$ cat src/rtl/comm_transmitter.sv
// Serial frame transmitter toward the MCU: start bit, MSB-first payload, even parity, stop and gap.
// The bit period is derived from the pixel clock frequency selected for each frame.
module comm_transmitter #(
  parameter int unsigned PACKET_BITS = 8,
  parameter int unsigned CLK_FREQ0   = 74250000,
  parameter int unsigned CLK_FREQ1   = 74175824,
  parameter int unsigned US_BIT      = 10
) (
  input  logic                   pxlClk,
  input  logic                   rst,
  input  logic                   clkFreq,
  input  logic [PACKET_BITS-1:0] txData,
  input  logic                   txValid,
  output logic                   txReady,
  output logic                   serOut,
  output logic                   busy,
  output logic                   txDone
);

  // Bit period in clock cycles, rounded to the nearest cycle.
  localparam int unsigned BIT_CYC0 =
    32'((64'(CLK_FREQ0) * 64'(US_BIT) + 64'd500000) / 64'd1000000);
  localparam int unsigned BIT_CYC1 =
    32'((64'(CLK_FREQ1) * 64'(US_BIT) + 64'd500000) / 64'd1000000);
  localparam int unsigned BIT_CYC_MAX = (BIT_CYC0 > BIT_CYC1) ? BIT_CYC0 : BIT_CYC1;
  localparam int unsigned CNT_W = (BIT_CYC_MAX > 1) ? $clog2(BIT_CYC_MAX) : 1;
  localparam int unsigned BIT_W = $clog2(PACKET_BITS + 1);

  localparam logic [2:0] IDLE   = 3'd0;
  localparam logic [2:0] START  = 3'd1;
  localparam logic [2:0] DATA   = 3'd2;
  localparam logic [2:0] PARITY = 3'd3;
  localparam logic [2:0] STOP   = 3'd4;
  localparam logic [2:0] GAP    = 3'd5;

  logic [2:0]             state, stateNext;
  logic [CNT_W-1:0]       cycCnt, cycCntNext;
  logic [BIT_W-1:0]       bitCnt, bitCntNext;
  logic [PACKET_BITS-1:0] shiftReg, shiftNext;
  logic                   parityBit, parityNext;
  logic                   freqSel, freqNext;
  logic                   serOutNext, txReadyNext, busyNext, txDoneNext;
  logic [CNT_W-1:0]       lastCyc;
  logic                   bitEnd;

  // Divisor follows the frequency latched with the payload, not the live input.
  assign lastCyc = freqSel ? CNT_W'(BIT_CYC1 - 1) : CNT_W'(BIT_CYC0 - 1);
  assign bitEnd  = (cycCnt == lastCyc);

  // Next-state and next-output logic.
  always_comb begin
    stateNext   = state;
    cycCntNext  = cycCnt;
    bitCntNext  = bitCnt;
    shiftNext   = shiftReg;
    parityNext  = parityBit;
    freqNext    = freqSel;
    serOutNext  = serOut;
    txReadyNext = txReady;
    busyNext    = busy;
    txDoneNext  = 1'b0;

    if (state != IDLE) begin
      cycCntNext = bitEnd ? '0 : cycCnt + CNT_W'(1);
    end

    case (state)
      IDLE: begin
        serOutNext  = 1'b1;
        busyNext    = 1'b0;
        txReadyNext = 1'b1;
        if (txReady && txValid) begin
          stateNext   = START;
          shiftNext   = txData;
          parityNext  = ^txData;
          freqNext    = clkFreq;
          cycCntNext  = '0;
          bitCntNext  = '0;
          serOutNext  = 1'b0;
          txReadyNext = 1'b0;
          busyNext    = 1'b1;
        end
      end
      START: begin
        if (bitEnd) begin
          stateNext  = DATA;
          serOutNext = shiftReg[PACKET_BITS-1];
          shiftNext  = shiftReg << 1;
          bitCntNext = BIT_W'(1);
        end
      end
      DATA: begin
        if (bitEnd) begin
          if (bitCnt == BIT_W'(PACKET_BITS)) begin
            stateNext  = PARITY;
            serOutNext = parityBit;
          end else begin
            serOutNext = shiftReg[PACKET_BITS-1];
            shiftNext  = shiftReg << 1;
            bitCntNext = bitCnt + BIT_W'(1);
          end
        end
      end
      PARITY: begin
        if (bitEnd) begin
          stateNext  = STOP;
          serOutNext = 1'b1;
        end
      end
      STOP: begin
        if (bitEnd) begin
          stateNext  = GAP;
          serOutNext = 1'b1;
        end
      end
      GAP: begin
        if (bitEnd) begin
          stateNext   = IDLE;
          serOutNext  = 1'b1;
          busyNext    = 1'b0;
          txReadyNext = 1'b1;
          txDoneNext  = 1'b1;
        end
      end
      default: begin
        stateNext   = IDLE;
        serOutNext  = 1'b1;
        busyNext    = 1'b0;
        txReadyNext = 1'b0;
      end
    endcase
  end

  // State and output registers; reset aborts any frame in flight.
  always_ff @(posedge pxlClk) begin
    if (rst) begin
      state     <= IDLE;
      cycCnt    <= '0;
      bitCnt    <= '0;
      shiftReg  <= '0;
      parityBit <= 1'b0;
      freqSel   <= 1'b0;
      serOut    <= 1'b1;
      txReady   <= 1'b0;
      busy      <= 1'b0;
      txDone    <= 1'b0;
    end else begin
      state     <= stateNext;
      cycCnt    <= cycCntNext;
      bitCnt    <= bitCntNext;
      shiftReg  <= shiftNext;
      parityBit <= parityNext;
      freqSel   <= freqNext;
      serOut    <= serOutNext;
      txReady   <= txReadyNext;
      busy      <= busyNext;
      txDone    <= txDoneNext;
    end
  end

endmodule

$ cat config.mk
export PLATFORM = sky130hd
export DESIGN_NAME = comm_transmitter
export DESIGN_NICKNAME = d
export VERILOG_FILES = /design/src/rtl/comm_transmitter.sv
export SDC_FILE = /design/constraint.sdc
export NUM_CORES = 1
export LEC_CHECK = 0
export ABC_AREA = 1
export BUFFER_PORTS_ARGS = -buffer_cell sky130_fd_sc_hd__buf_2
export CAP_MARGIN = 25
export CORE_MARGIN = 2
export CORE_UTILIZATION = 39
export CTS_CLUSTER_DIAMETER = 150
export DETAILED_ROUTE_END_ITERATION = 10
export MAX_ROUTING_LAYER = met4
export RECOVER_POWER = 100
export SLEW_MARGIN = 20
export SYNTH_ARGS = -nofsm -noshare
export SYNTH_HDL_FRONTEND = slang
export SYNTH_SLANG_ARGS = --single-unit
$ cat constraint.sdc
create_clock -name pxlClk -period 2.1 [get_ports pxlClk]
set_clock_uncertainty 0.2 [all_clocks]
set_input_delay 0.21 -clock pxlClk [delete_from_list [all_inputs] [get_ports pxlClk]]
set_output_delay 0.21 -clock pxlClk [all_outputs]
set_load 0.01 [all_outputs]
After elaboration in Yosys (flattened, before gate mapping):

Cells that the tools add are included.

* bits of input ports: 12
* output and inout bits: 4
* register bits after elaboration: 31

* multiplexer cells: 34
* bitwise logic cells: 2
* reductions and logical operators: 13
* equal/unequal tests: 16
* $add $sub $neg: 2

Operator list (number)
* 10-bit 2-to-1 mux: 4
* 8-bit 2-to-1 mux: 4
* 8-bit case mux with 3 select lines: 1
* 3-bit 2-to-1 mux: 7
* 3-bit case mux with 6 select lines: 1
* 4-bit 2-to-1 mux: 4
* 2-bit != test (second input constant): 8
* 4-bit case mux with 3 select lines: 1
* 10-bit by 1-bit adder with 10-bit output (second input constant): 1
* 10-bit equality test: 1
* 1-bit 2-to-1 mux: 8
* 8-bit parity: 1
* 7-bit AND reduction: 1
* 3-bit by 2-bit equality test with 1-bit output (second input constant): 2
* 3-bit equality test (second input constant): 2
* 1-bit case mux with 3 select lines: 2
* 3-bit nonzero test: 2
* 5-bit AND reduction: 1
* 4-bit by 1-bit adder with 4-bit output (second input constant): 1
* 4-bit equality test (second input constant): 1
* 1-bit case mux with 4 select lines: 1
* 2-bit AND reduction: 2
* 4-bit OR reduction: 1
* 3-bit by 1-bit equality test with 1-bit output (second input constant): 1
* 8 further kinds: 9

Logic depth before layout (Yosys ltp):

Gate-level depths: netlist of the first run.

* depth after elaboration: 6
* mapped depth: 9

Worst setup path after synthesis of the first run:

No wires, ideal clock.

* path type: register to register
* from: reg bitCnt[0]
* to: reg shiftReg[1]
* setup time: 0.113 ns
* arrival time: 1.231 ns
* cell stages (with the launch flop): 10
* path slack: 0.556 ns
* buffers on the path: 1
* data required time: 1.787 ns
* cells stage by stage: dfxtp_1 > inv_1 > ha_1 > nand2_1 > nor2_1 > nand2_2 > nand3_4 > buf_8 > nor2_1 > nor2_1

* longest elaborated chain between the ends: 3

Ends and longest elaborated chain
* start, declared: RTL line 38 `logic [BIT_W-1:0] bitCnt, bitCntNext;`
* start signal, assigned: RTL line 150 `bitCnt <= bitCntNext;`
* 4-bit equality test: RTL line 94 `if (bitCnt == BIT_W'(PACKET_BITS)) begin`
* 2-bit != test (no source line)
* 5-bit AND reduction (no source line)
* end signal, assigned: RTL line 151 `shiftReg <= shiftNext;`
* end, declared: RTL line 39 `logic [PACKET_BITS-1:0] shiftReg, shiftNext;`

Every way passes these cells.
A chain may end at the register's enable or synchronous reset.

Worst setup path in the final report of the first run:

* from: reg state[2]
* to: reg cycCnt[7]

* longest elaborated chain between the ends: 4

Ends and longest elaborated chain
* start, declared: RTL line 36 `logic [2:0] state, stateNext;`
* start signal, assigned: RTL line 148 `state <= stateNext;`
* 3-bit nonzero test: RTL line 63 `if (state != IDLE) begin`
* 10-bit 2-to-1 mux: RTL line 63
* 10-bit 2-to-1 mux: RTL line 72 `if (txReady && txValid) begin`
* 10-bit 2-to-1 mux *: RTL line 67 `case (state)`
* end signal, assigned: RTL line 149 `cycCnt <= cycCntNext;`
* end, declared: RTL line 37 `logic [CNT_W-1:0] cycCnt, cycCntNext;`

Every way passes the cells marked *; elsewhere a longest branch is shown, timed or not.

==> flow_summary.ini, run 1 <==
[worst_setup_path]
reg2reg_slack_ps = 290
worstSetupPathType = register to register
worstPathRequired_ps = 2130
start_kind = register
cp.arrival_ps = 1840
critPathMaxFanout = 11
crit_path_end_kind = register

[grt]
gr-total-overflow = 0
grt_pass1_wl_um = 6930
antenna_found_initial = 0
grt_start_max_net_pins = 20
grt_pass1_vias = 1552
grtUsageTotal_pct = 17.4

[drt]
wl_per_cell_um = 11.2
drt-pass1-iter-count = 4
wl_um = 3830
drc = 0
final_antenna_net_count = 0
via_per_inst = 4.82
drt_iter0_markers = 67
vias = 1647

[logic_synthesis]
synth_edf_count = 0
synthFlopType = dfxtp_1
syn_nets = 287
synth_area_um2 = 1820
ys_seq_elements = 31
postSynth.asyncResetShare_pct = 0
syn_inst = 272
synth_cell_types = 28
synth_warnings = 0
ys_seq_area_share_pct = 34.1
synth_area_per_cell_um2 = 6.69

[timing]
period_share_pct = 86.4
layout_min_cycle_time_ps = 1810
setup_tns_ps = 0
hold_ws_ps = 95.1
finalHoldViolCount = 0
relSlewSlack_pct = 65.8
finalMaxSlewViolations = 0
setup_viol = 0
tightest_slew_ps = 512
rsz0062_at_grt = false
clock.fmax_mhz = 551

[floorplan]
die-area_um2 = 5230
die_h_um = 72.3
die_width_um = 72.3
pin_count = 16
start_util_pct = 41.2
rows = 24
coreArea_um2 = 4410

[cells_and_area]
final_cell_mix = nand2_1, inv_1, nor2_1
multi_input_area_um2 = 1020
nets = 304
n_fill_cell = 472
antenna_cells = 0
drive_above_1_share_pct = 13.4
regArea_um2 = 621
fin_cells = 342
area_delta_synth_final_pct = 11.7
layout_commonest_cell = nand2_1

[clock_tree]
post_cts_buffers = 0
clkTransAtPathRegs_ps = 80
clkLatencyLatePin_ps = 290
cts_tree = built
numClockSinks = 31
cts_max_level = 2
clockBufferDepth = 2
cts_made_buffers = 5
cts_resized = 0
cts_hold_buf = 1
clock_tree.root_cell = clkbuf_8

[run_status]
status = finished clean

[flow_run]
cap_violations = 0

[power_and_ir_drop]
power.leakage_uw = 0.000880
ir_drop_mv = 0.381
power.density_nw_per_um2 = 1190

[worst_hold_path]
hp-class = input port to register

[placed_design]
port_buffers = 15
place_congestion = 0.824
dpl.hpwl_um = 2750
dp_cells = 333
-- critical path, cell delays in order (launching register included) --
cell and delay (ps):
dfxtp_1 420, inv_1 140, nand2_1 330, nand2_1 220
or2_2 340, a21oi_1 110
-- report_power, final --
part           switching, µW  total [µW]  leakage, µW  internal, µW
Clock                    233         617    0.0000612           384
Sequential              77.3         778     0.000253           701
Combinational            699        1030     0.000566           332
Total                   1010        2430     0.000880          1420
-- routing by layer --
metal,vias to the layer above,routed length (µm),track usage [%]
met2,19,1580,25.8
li1,903,-,-
met3,7,134,4.17
met5,-,0,-
met1,718,2050,23.0
met4,0,59,6.29
-- synth_stat cells, types with 2 or more instances --
master    number  area, µm²
nand2_1       71        267
nor2_1        34        128
inv_1         32        120
dfxtp_1       31        621
a21oi_1       16       80.1
o21ai_0       16       80.1
nand3_1       14       70.1
nand4_1       12       75.1
xnor2_1        7       61.3
nand2_2        6       37.5
a21oi_2        4       35.0
nor2_2         4       25.0
clkbuf_1       3       11.3
ha_1           3       37.5
inv_2          3       11.3
nand3_2        2       20.0
nand3_4        2       35.0
xor2_1         2       17.5
-- logic make-up (layout without fill, tap and decap cells) --
| family | Yosys count | count (layout) | synth area share (%) |
|---|---|---|---|
| buffers and inverters | 41 | 59 | 9.70 |
| AO/OA/AOI/OAI | 38 | 38 | 11.5 |
| AND/OR/NAND/NOR | 150 | 150 | 38.3 |
| adder cells (fa/ha/maj) | 3 | 3 | 2.06 |
| XOR/XNOR | 9 | 9 | 4.33 |
| flip-flops | 31 | 31 | 34.1 |
-- area by class of cell --
class	instances	area share (%)
clock buffer	6	4.06
clock inverter	2	1.72
inverter	35	6.47
multi-input combinational	200	50.1
sequential	31	30.5
tap	52	3.20
timing repair buffer	16	3.94
-- registers in the layout, indices dropped and copies added, names as in the netlist --
signal	cells
cycCnt	10
state	3
txReady	1
shiftReg	8
txDone	1
serOut	1
parityBit	1
freqSel	1
bitCnt	4
busy	1
-- stage by stage --
step	util, %	total power, µW	setup WS, ps	instance area (µm²)
3_5_place_dp	43.4	1840	300	1910
6_report	46.0	2430	285	2030
3_3_place_gp	43.4	1840	343	1910
5_1_grt	46.0	2660	120	2030
2_1_floorplan	-	1680	556	1820
4_1_cts	46.3	2460	298	2040
-- path summary, 6_finish.rpt --
check | from | endpoint | cells past startpoint
max reg2reg | state[2]$_SDFFE_PP0P_ | cycCnt[7]$_SDFF_PP0_ | 5
min reg2reg | busy$_SDFFE_PP0P_ | busy$_SDFFE_PP0P_ | 2
min | txData[2] | shiftReg[2]$_SDFFE_PP0P_ | 5
max | state[2]$_SDFFE_PP0P_ | cycCnt[7]$_SDFF_PP0_ | 5
Note: power is estimated with default switching activity, not from simulation.
==> run 2: changes to the inputs <==
- BUFFER_PORTS_ARGS: -buffer_cell sky130_fd_sc_hd__buf_2 -> -buffer_cell sky130_fd_sc_hd__buf_4
- CAP_MARGIN: 25 -> 20
- CORE_UTILIZATION: 39 -> 55
- PLACE_DENSITY: not set -> 0.74
==> flow_summary.ini, run 2 (synthesis results as in run 1) <==
[run_status]
status = finished clean

[drt]
final_antenna_net_count = 0
drt_iter0_markers = 105
drc = 0
vias = 1674
wl_um = 3720
drt-pass1-iter-count = 4
wl_per_cell_um = 11.1
via_per_inst = 5.00

[grt]
gr-total-overflow = 0
grt_pass1_vias = 1536
grt_pass1_wl_um = 6470
antenna_found_initial = 0
grtUsageTotal_pct = 23.8
grt_start_max_net_pins = 20

[placed_design]
place_area_um2 = 1940
place_congestion = 0.789
port_buffers = 15
dpl.hpwl_um = 2650

[cells_and_area]
multi_input_area_um2 = 1010
drive_above_1_share_pct = 13.4
final_cell_area_um2 = 1980
n_fill_cell = 319
nets = 305
antenna_cells = 0
area_delta_synth_final_pct = 8.94
final_util_pct = 63.9
top_regs = cycCnt: 10 flops, shiftReg: 8 flops, bitCnt: 4 flops
layout_commonest_cell = nand2_1
largest_reg_flops = 10
regMostFlops = cycCnt
final_cell_mix = nand2_1, nor2_1, inv_1
regArea_um2 = 621

[clock_tree]
cts_max_level = 2
clkTransAtPathRegs_ps = 110
clock_tree.root_cell = clkbuf_4
cts_resized = 0
numClockSinks = 31
clockBufferDepth = 2
cts_made_buffers = 5
clkLatencyLatePin_ps = 340
cts_tree = built

[floorplan]
pin_count = 16
coreArea_um2 = 3100
die-area_um2 = 3780
rows = 20
die_width_um = 61.5
start_util_pct = 58.6
die_h_um = 61.5

[worst_setup_path]
start_kind = register
crit_path_end_kind = register
worstSetupPathType = register to register
cp.arrival_ps = 1850
critPathMaxFanout = 19
worstPathRequired_ps = 2130

[timing]
finalHoldViolCount = 0
rsz0062_at_grt = false
layout_min_cycle_time_ps = 1820
clock.fmax_mhz = 550
hold_ws_ps = 20.0
finalMaxSlewViolations = 0
relSlewSlack_pct = 69.3
tightest_slew_ps = 460
period_share_pct = 86.6
setup_viol = 0
setup_tns_ps = 0

[power_and_ir_drop]
power_uw = 2140
power.density_nw_per_um2 = 1080
power.leakage_uw = 0.000866
ir_drop_mv = 0.720

[worst_hold_path]
hp-class = input port to register

[flow_run]
cap_violations = 0
==> run 2: path summary, 6_finish.rpt <==
path                                      startpoint                  endpoint  slack [ps]  cells past startpoint
worst min-delay path                       txData[4]  shiftReg[4]$_SDFFE_PP0P_          20                      5
worst max register to register  cycCnt[3]$_SDFF_PP0_  shiftReg[1]$_SDFFE_PP0P_         280                      8
worst min register to register     busy$_SDFFE_PP0P_         busy$_SDFFE_PP0P_         270                      2
worst max-delay path            cycCnt[3]$_SDFF_PP0_  shiftReg[1]$_SDFFE_PP0P_         280                      8
==> run 2: cell type report <==
cell class,instances,area share [%]
inverter,35,6.63
clock buffer,5,1.89
tap,44,2.78
timing repair buffer,17,5.81
sequential,31,31.3
clock inverter,3,0.758
multi-input combinational,200,50.8
==> run 2: stage by stage <==
| step | cells | worst slack [ps] |
|---|---|---|
| 6_report | 335 | 282 |
| 5_1_grt | 335 | 89.1 |
| 4_1_cts | 335 | 334 |
| 3_5_place_dp | 325 | 354 |
| 3_3_place_gp | 325 | 413 |
| 2_1_floorplan | 272 | 556 |
==> run 2: power breakdown <==
part | internal [µW] | switching, µW | leakage [µW]
Combinational | 331 | 692 | 0.000578
Clock | 124 | 213 | 0.0000347
Sequential | 700 | 75.5 | 0.000253
Total | 1160 | 981 | 0.000866
==> run 2: what timing repair did <==
action / 4_1_cts / 5_1_grt
hold endpoints to repair: 13 / 0
buffers inserted: 0 / 0
hold buffers: 2 / 0
==> run 2: worst max-delay path, cell delays in order (launching register included) <==
cell and delay [ps]:
dfxtp_1 340, inv_1 120, nand2_1 80, nor2_2 120, nand3_4 140, nand2_1 230, nand3_4 250, nor2_1 170
nor2_1 60
==> run 2: layer usage <==
metal	global-route usage, %	part of all wire [%]
met3	6.51	5.7
met5	-	0
met1	31.1	52
met2	34.6	41
met4	9.42	1.5
